### src/rtl/unit_a_ctrl_if.sv
// -----------------------------------------------------------------------------
// unit_a_ctrl_if
// Bundles the layer-pass control and strobe signals of unit_a_ctrl.
//   start          : one-cycle pulse that launches a layer pass
//   ifm_valid      : upstream pixel valid
//   ifm_ready      : controller accepts a pixel this cycle
//   wm_address     : weight-memory read address
//   wm_enable_read : weight-memory read strobe
//   wm_fifo_enable : weight FIFO shift strobe (read strobe delayed one cycle)
//   fifo_enable    : IFM window FIFO shift strobe (pixel acceptance)
//   conv_enable    : convolution accumulate strobe
//   busy           : a pass is in progress
//   done           : one-cycle completion pulse
// Modport master is the controller; modport slave is its environment.
// -----------------------------------------------------------------------------
interface unit_a_ctrl_if #(
    parameter int ADDRESS_SIZE_WM = 15
) ();
    logic                       start;
    logic                       ifm_valid;
    logic                       ifm_ready;
    logic [ADDRESS_SIZE_WM-1:0] wm_address;
    logic                       wm_enable_read;
    logic                       wm_fifo_enable;
    logic                       fifo_enable;
    logic                       conv_enable;
    logic                       busy;
    logic                       done;

    modport master (
        input  start,
        input  ifm_valid,
        output ifm_ready,
        output wm_address,
        output wm_enable_read,
        output wm_fifo_enable,
        output fifo_enable,
        output conv_enable,
        output busy,
        output done
    );

    modport slave (
        output start,
        output ifm_valid,
        input  ifm_ready,
        input  wm_address,
        input  wm_enable_read,
        input  wm_fifo_enable,
        input  fifo_enable,
        input  conv_enable,
        input  busy,
        input  done
    );
endinterface

### src/rtl/unit_a_ctrl.sv
// -----------------------------------------------------------------------------
// unit_a_ctrl
// Sequencer for one convolution unit. For every filter and every depth slice it
// reads the K*K kernel weights from weight memory (pushing them into the weight
// FIFO one cycle later), then streams the IFM_SIZE*IFM_SIZE input pixels,
// pulsing conv_enable once for every complete KxK window. After the last slice
// of the last filter it drains the convolution pipeline and pulses done.
// Ports:
//   clk   : clock, rising edge
//   reset : asynchronous active-low reset
//   bus   : unit_a_ctrl_if.master (start/ifm handshake, WM and strobe outputs)
// -----------------------------------------------------------------------------
module unit_a_ctrl #(
    parameter int IFM_SIZE          = 5,
    parameter int KERNAL_SIZE       = 5,
    parameter int NUMBER_OF_FILTERS = 160,
    parameter int CEIL_DEPTH        = 8,
    parameter int CONV_LATENCY      = 2,
    parameter int ADDRESS_SIZE_WM   = $clog2(KERNAL_SIZE*KERNAL_SIZE*NUMBER_OF_FILTERS*CEIL_DEPTH)
) (
    input logic              clk,
    input logic              reset,
    unit_a_ctrl_if.master    bus
);

    localparam int KK    = KERNAL_SIZE * KERNAL_SIZE;
    localparam int RD_W  = (KK > 1)                ? $clog2(KK)                : 1;
    localparam int PIX_W = (IFM_SIZE > 1)          ? $clog2(IFM_SIZE)          : 1;
    localparam int SL_W  = (CEIL_DEPTH > 1)        ? $clog2(CEIL_DEPTH)        : 1;
    localparam int FL_W  = (NUMBER_OF_FILTERS > 1) ? $clog2(NUMBER_OF_FILTERS) : 1;
    localparam int DR_W  = (CONV_LATENCY > 0)      ? $clog2(CONV_LATENCY + 1)  : 1;

    typedef enum logic [2:0] {
        IDLE       = 3'd0,
        LOAD_W     = 3'd1,
        LOAD_FLUSH = 3'd2,
        STREAM     = 3'd3,
        DRAIN      = 3'd4,
        DONE       = 3'd5
    } state_e;

    state_e                     state_q, state_d;
    logic [RD_W-1:0]            read_cnt_q, read_cnt_d;
    logic [PIX_W-1:0]           row_q, row_d;
    logic [PIX_W-1:0]           col_q, col_d;
    logic [SL_W-1:0]            slice_q, slice_d;
    logic [FL_W-1:0]            filt_q, filt_d;
    logic [DR_W-1:0]            drain_q, drain_d;
    logic [ADDRESS_SIZE_WM-1:0] wm_address_q, wm_address_d;

    logic ifm_ready_q, ifm_ready_d;
    logic wm_enable_read_q, wm_enable_read_d;
    logic wm_fifo_enable_q, wm_fifo_enable_d;
    logic conv_enable_q, conv_enable_d;
    logic busy_q, busy_d;
    logic done_q, done_d;

    logic accept_s;
    logic last_slice_s;
    logic last_filt_s;

    // A pixel is taken only while the registered ready is up.
    assign accept_s     = bus.ifm_valid && ifm_ready_q;
    assign last_slice_s = (slice_q == SL_W'(CEIL_DEPTH - 1));
    assign last_filt_s  = (filt_q == FL_W'(NUMBER_OF_FILTERS - 1));

    // Next-state, counter and address computation.
    always_comb begin
        state_d       = state_q;
        read_cnt_d    = read_cnt_q;
        row_d         = row_q;
        col_d         = col_q;
        slice_d       = slice_q;
        filt_d        = filt_q;
        drain_d       = drain_q;
        wm_address_d  = wm_address_q;
        conv_enable_d = 1'b0;

        case (state_q)
            IDLE: begin
                if (bus.start) begin
                    state_d      = LOAD_W;
                    read_cnt_d   = '0;
                    row_d        = '0;
                    col_d        = '0;
                    slice_d      = '0;
                    filt_d       = '0;
                    drain_d      = '0;
                    wm_address_d = '0;
                end else begin
                    state_d = IDLE;
                end
            end

            LOAD_W: begin
                if (read_cnt_q == RD_W'(KK - 1)) begin
                    read_cnt_d = '0;
                    state_d    = LOAD_FLUSH;
                    // The address advances into the next slice's block, except
                    // after the very last read so it rests on the final weight.
                    if (last_slice_s && last_filt_s) begin
                        wm_address_d = wm_address_q;
                    end else begin
                        wm_address_d = wm_address_q + ADDRESS_SIZE_WM'(1);
                    end
                end else begin
                    read_cnt_d   = read_cnt_q + RD_W'(1);
                    wm_address_d = wm_address_q + ADDRESS_SIZE_WM'(1);
                end
            end

            LOAD_FLUSH: begin
                state_d = STREAM;
            end

            STREAM: begin
                if (accept_s) begin
                    // A full KxK window ends at this pixel.
                    conv_enable_d = (row_q >= PIX_W'(KERNAL_SIZE - 1)) &&
                                    (col_q >= PIX_W'(KERNAL_SIZE - 1));
                    if (col_q == PIX_W'(IFM_SIZE - 1)) begin
                        col_d = '0;
                        if (row_q == PIX_W'(IFM_SIZE - 1)) begin
                            row_d = '0;
                            if (last_slice_s) begin
                                slice_d = '0;
                                if (last_filt_s) begin
                                    filt_d  = filt_q;
                                    state_d = DRAIN;
                                end else begin
                                    filt_d  = filt_q + FL_W'(1);
                                    state_d = LOAD_W;
                                end
                            end else begin
                                slice_d = slice_q + SL_W'(1);
                                state_d = LOAD_W;
                            end
                        end else begin
                            row_d = row_q + PIX_W'(1);
                        end
                    end else begin
                        col_d = col_q + PIX_W'(1);
                    end
                end else begin
                    state_d = STREAM;
                end
            end

            DRAIN: begin
                if (drain_q == DR_W'(CONV_LATENCY)) begin
                    drain_d = '0;
                    state_d = DONE;
                end else begin
                    drain_d = drain_q + DR_W'(1);
                end
            end

            DONE: begin
                state_d = IDLE;
            end

            default: begin
                state_d = IDLE;
            end
        endcase
    end

    // Output strobes decoded from the next state so the registered outputs
    // line up with the state they belong to.
    always_comb begin
        ifm_ready_d      = (state_d == STREAM);
        wm_enable_read_d = (state_d == LOAD_W);
        wm_fifo_enable_d = wm_enable_read_q;
        busy_d           = (state_d == LOAD_W) || (state_d == LOAD_FLUSH) ||
                           (state_d == STREAM) || (state_d == DRAIN);
        done_d           = (state_d == DONE);
    end

    // State, counters and registered outputs; reset clears everything at once.
    always_ff @(posedge clk or negedge reset) begin
        if (!reset) begin
            state_q          <= IDLE;
            read_cnt_q       <= '0;
            row_q            <= '0;
            col_q            <= '0;
            slice_q          <= '0;
            filt_q           <= '0;
            drain_q          <= '0;
            wm_address_q     <= '0;
            ifm_ready_q      <= 1'b0;
            wm_enable_read_q <= 1'b0;
            wm_fifo_enable_q <= 1'b0;
            conv_enable_q    <= 1'b0;
            busy_q           <= 1'b0;
            done_q           <= 1'b0;
        end else begin
            state_q          <= state_d;
            read_cnt_q       <= read_cnt_d;
            row_q            <= row_d;
            col_q            <= col_d;
            slice_q          <= slice_d;
            filt_q           <= filt_d;
            drain_q          <= drain_d;
            wm_address_q     <= wm_address_d;
            ifm_ready_q      <= ifm_ready_d;
            wm_enable_read_q <= wm_enable_read_d;
            wm_fifo_enable_q <= wm_fifo_enable_d;
            conv_enable_q    <= conv_enable_d;
            busy_q           <= busy_d;
            done_q           <= done_d;
        end
    end

    assign bus.ifm_ready      = ifm_ready_q;
    assign bus.wm_address     = wm_address_q;
    assign bus.wm_enable_read = wm_enable_read_q;
    assign bus.wm_fifo_enable = wm_fifo_enable_q;
    assign bus.fifo_enable    = accept_s;
    assign bus.conv_enable    = conv_enable_q;
    assign bus.busy           = busy_q;
    assign bus.done           = done_q;

endmodule

### src/flat_wrapper.sv
// flat-port wrapper written by rule: the top's interface ports become plain ports
module unit_a_ctrl_flat 
#(
    parameter int IFM_SIZE          = 5,
    parameter int KERNAL_SIZE       = 5,
    parameter int NUMBER_OF_FILTERS = 160,
    parameter int CEIL_DEPTH        = 8,
    parameter int CONV_LATENCY      = 2,
    parameter int ADDRESS_SIZE_WM   = $clog2(KERNAL_SIZE*KERNAL_SIZE*NUMBER_OF_FILTERS*CEIL_DEPTH)
)
  (clk, reset, bus_start, bus_ifm_valid, bus_ifm_ready, bus_wm_address, bus_wm_enable_read, bus_wm_fifo_enable, bus_fifo_enable, bus_conv_enable, bus_busy, bus_done);
  unit_a_ctrl_if #(.ADDRESS_SIZE_WM(ADDRESS_SIZE_WM)) bus_i ();
  input logic clk;
  input logic reset;
  input wire logic [$bits(bus_i.start)-1:0] bus_start;
  input wire logic [$bits(bus_i.ifm_valid)-1:0] bus_ifm_valid;
  output wire logic [$bits(bus_i.ifm_ready)-1:0] bus_ifm_ready;
  output wire logic [$bits(bus_i.wm_address)-1:0] bus_wm_address;
  output wire logic [$bits(bus_i.wm_enable_read)-1:0] bus_wm_enable_read;
  output wire logic [$bits(bus_i.wm_fifo_enable)-1:0] bus_wm_fifo_enable;
  output wire logic [$bits(bus_i.fifo_enable)-1:0] bus_fifo_enable;
  output wire logic [$bits(bus_i.conv_enable)-1:0] bus_conv_enable;
  output wire logic [$bits(bus_i.busy)-1:0] bus_busy;
  output wire logic [$bits(bus_i.done)-1:0] bus_done;
  assign bus_i.start = bus_start;
  assign bus_i.ifm_valid = bus_ifm_valid;
  assign bus_ifm_ready = bus_i.ifm_ready;
  assign bus_wm_address = bus_i.wm_address;
  assign bus_wm_enable_read = bus_i.wm_enable_read;
  assign bus_wm_fifo_enable = bus_i.wm_fifo_enable;
  assign bus_fifo_enable = bus_i.fifo_enable;
  assign bus_conv_enable = bus_i.conv_enable;
  assign bus_busy = bus_i.busy;
  assign bus_done = bus_i.done;
  unit_a_ctrl #(.IFM_SIZE(IFM_SIZE), .KERNAL_SIZE(KERNAL_SIZE), .NUMBER_OF_FILTERS(NUMBER_OF_FILTERS), .CEIL_DEPTH(CEIL_DEPTH), .CONV_LATENCY(CONV_LATENCY), .ADDRESS_SIZE_WM(ADDRESS_SIZE_WM)) u_core (.clk(clk), .reset(reset), .bus(bus_i));
endmodule
### config.mk
export PLATFORM = sky130hd
export DESIGN_NAME = unit_a_ctrl_flat
export DESIGN_NICKNAME = d
export VERILOG_FILES = /design/src/rtl/unit_a_ctrl_if.sv /design/src/rtl/unit_a_ctrl.sv /design/src/flat_wrapper.sv
export SDC_FILE = /design/constraint.sdc
export NUM_CORES = 1
export LEC_CHECK = 0
export CAP_MARGIN = 20
export CORE_ASPECT_RATIO = 0.9
export CORE_MARGIN = 2
export CORE_UTILIZATION = 52
export CTS_CLUSTER_DIAMETER = 60
export DETAILED_ROUTE_END_ITERATION = 6
export PLACE_DENSITY = 0.74
export RECOVER_POWER = 50
export SLEW_MARGIN = 20
export SYNTH_ARGS = -nofsm -noshare
export SYNTH_HDL_FRONTEND = slang
export SYNTH_SLANG_ARGS = --single-unit
### constraint.sdc
create_clock -name clk -period 2.42 [get_ports clk]
set_clock_uncertainty 0.05 [all_clocks]
set_input_delay 0.484 -clock clk [delete_from_list [all_inputs] [get_ports clk]]
set_output_delay 0.484 -clock clk [all_outputs]
set_load 0.01 [all_outputs]
==> out/metrics.cfg <==
[final_layout]
finalNetCount=318
syn_to_final_growth_pct=17.9
antenna_cells=0
drive_gt1_share_pct=9.51
finalInstanceArea_mm2=0.00309

[sta]
fin_setup_tns_ps=0
slew_violations=0
min_period_ps=2180
max_freq_ghz=0.459
fin_crit_sh_pct=90.0
worst_slew_pin_slew_ps=1040
setup_violations=0
finalHoldViolCount=0
rsz0062_at_grt=false
max-slew-margin-rel_pct=30.4

[job]
cap_violations=0

[floorplanning]
start_util_pct=53.9
num_rows=24
core_mm2=0.00486
dieArea_mm2=0.00563
io_pins=26
die_h_um=71.4
die_w_um=78.9

[logic_synthesis]
synthArstFlopShare_pct=100
synth_fp_nets=283
ys_warn_count=0
synth_cells=269
ys_seq_area_share_pct=45.8
avgSynthCellArea_um2=9.75
yosysTopAreaCell=dfrtp_1
synth.top_cell.area_share_pct=45.8
synth-seq-cells=48
yosysUniqueCellTypes=51
yosys_most_used_dff=dfrtp_1
synthesis.area_mm2=0.00262
ys_top_cells_by_area=dfrtp_1, nand2_1, ha_1, xnor2_1, o21ai_0
synth_edf_count=0

[worst_hold_path]
hp-class=input pin to async pin

[placed_design]
dpl-instance-area_mm2=0.00300
portBuffers=25
dpl.hpwl_um=3970
gp_congestion=0.824

[power_and_ir_drop]
cell_internal_pwr_w=0.00167
power_density_mw_per_mm2=857
cellLeakagePower_nw=1.31
peakVddDrop_v=0.000515
power_frac_comb_pct=35.0
p_total_w=0.00265
clkPwrFrac_pct=22.8
seq_power_share_pct=42.1
p_sw_share_pct=37.0
p_sw_w=0.000980

[worst_setup_path]
rr_worst_depth=7
cp-end-kind=output pin
cp-start-kind=input pin
required_ps=1890
crit_type=input pin to output pin
cp_max_fo=4
arrival_ps=1640

[routing]
dr.first_iter.drc_count=192
vias=2098
vias_per_cell=5.67
drcViolationCount=0
wl_per_cell_um=14.5
routed_wl_um=5360
drtAntennaViolNets=0
first_pass_iters=4

[clock_tree]
clk_pin_slew_ps=100
root_buffer=clkbuf_8
cts_sinks=48
cts_resized=0
numCtsBuffers=5
post_cts_buffers=0
hold_buffers=0
cts_max_level=2
clkLatencyLatePin_ps=310
cts.path.max_buffers=2
cts_tree=yes

[global_routing]
grt_usage_pct=20.8
grt_pass1_wl_um=9310
grt_pass1_vias=1988
antenna_found_initial=0
overflow=0
grt_max_degree=25

[outcome]
status=completed

## worst paths after layout
path                                           startpoint                   endpoint  slack (ps)
worst max-delay path                        bus_ifm_valid            bus_fifo_enable         240
max in group asynchronous                           reset  u_core.bus.wm_address[12]         590
worst max register to register          u_core.slice_q[0]  u_core.bus.wm_enable_read         300
worst min-delay path                                reset     u_core.bus.conv_enable         180
min in group clk                u_core.bus.wm_enable_read  u_core.bus.wm_fifo_enable         340
worst min register to register  u_core.bus.wm_enable_read  u_core.bus.wm_fifo_enable         340
## stage by stage
| step | hold slack [ps] | instances | utilization [%] | worst slack [ps] |
|---|---|---|---|---|
| 3_5_place_dp | 314 | 362 | 61.6 | 43.9 |
| 3_3_place_gp | 308 | 362 | 61.6 | 70.3 |
| 5_1_grt | 263 | 370 | 63.6 | 142 |
| 2_1_floorplan | 138 | 269 | - | 490 |
| 6_report | 178 | 370 | 63.6 | 242 |
| 4_1_cts | 39.6 | 370 | 64.0 | 239 |
## state kept, by name (all words and copies together) (netlist names)
register,cells
u_core.bus.wm_fifo_enable,1
u_core.col_q,3
u_core.bus.done,1
u_core.bus.busy,1
u_core.filt_q,8
u_core.state_q,3
u_core.bus.wm_address,15
u_core.bus.wm_enable_read,1
u_core.drain_q,2
u_core.slice_q,3
u_core.bus.conv_enable,1
u_core.row_q,3
u_core.read_cnt_q,5
u_core.bus.ifm_ready,1
## routing by layer
layer  up-vias  track usage, %  part of all wire, %
met5         -               0                    0
met1      1027            29.6                   49
met4         0            6.32                  1.2
li1       1029               -                    -
met2        36            32.9                   46
met3         6            3.78                  3.6
## synth_stat cells (all sizes together), types with 2 or more instances
library cell and instances:
nor3b 5, a22o 3, and3 3, xor2 3, o31ai 2, inv 10, and4 4, clkbuf 3
and2 4, buf 4, nor3 5, a21oi 8, ha 10, nor4b 3, or3 3, mux2i 3
o21ai 22, nor4 8, nand3 7, a211oi 4, nand3b 2, nand4 7, nor2 28, a21o 2
nand4b 3, xnor2 12, nand2 39, dfrtp 48
## area by class of cell
cell class / instances / area [um2]
clock inverter: 3 / 46.3
inverter: 10 / 37.5
fill: 408 / 1770
sequential: 48 / 1200
tap: 65 / 81.3
clock buffer: 5 / 68.8
timing repair buffer: 35 / 313
multi-input combinational: 204 / 1350
## worst max-delay path, cell delays in order
cell and delay [ps]:
clkdlybuf4s50_1 510, and2_1 130, clkdlybuf4s50_1 520
## power by group through the flow
stage / sequential [W] / clock, W / combinational [W]
floorplan: 0.00112 / 0 / 0.000612
global placement: 0.00113 / 0 / 0.000931
detailed placement: 0.00113 / 0 / 0.000948
CTS: 0.00112 / 0.000616 / 0.000952
global route: 0.00114 / 0.000650 / 0.00105
finish: 0.00112 / 0.000605 / 0.000928
## placed cells by master (no fill, tap or decap), types with 4 or more instances in the layout
cell type,n
dfrtp_1,48
nand2_1,39
nor2_1,26
clkdlybuf4s50_1,21
o21ai_0,20
xnor2_1,12
inv_1,10
ha_1,10
a21oi_1,8
nand4_1,7
nand3_1,7
nor4_1,6
buf_4,6
nor3_1,5
clkbuf_8,5
and4_1,4
nor3b_1,4
clkbuf_1,4
## kinds of logic after synthesis
group | share of synthesized area (%)
xor+xnor | 5.01
fa+ha+maj | 4.77
mux | 1.57
flops | 45.8
buf+inv | 2.96
simple gates | 28.8
compound gates | 11.2
Power figures use the tool's default switching activity.
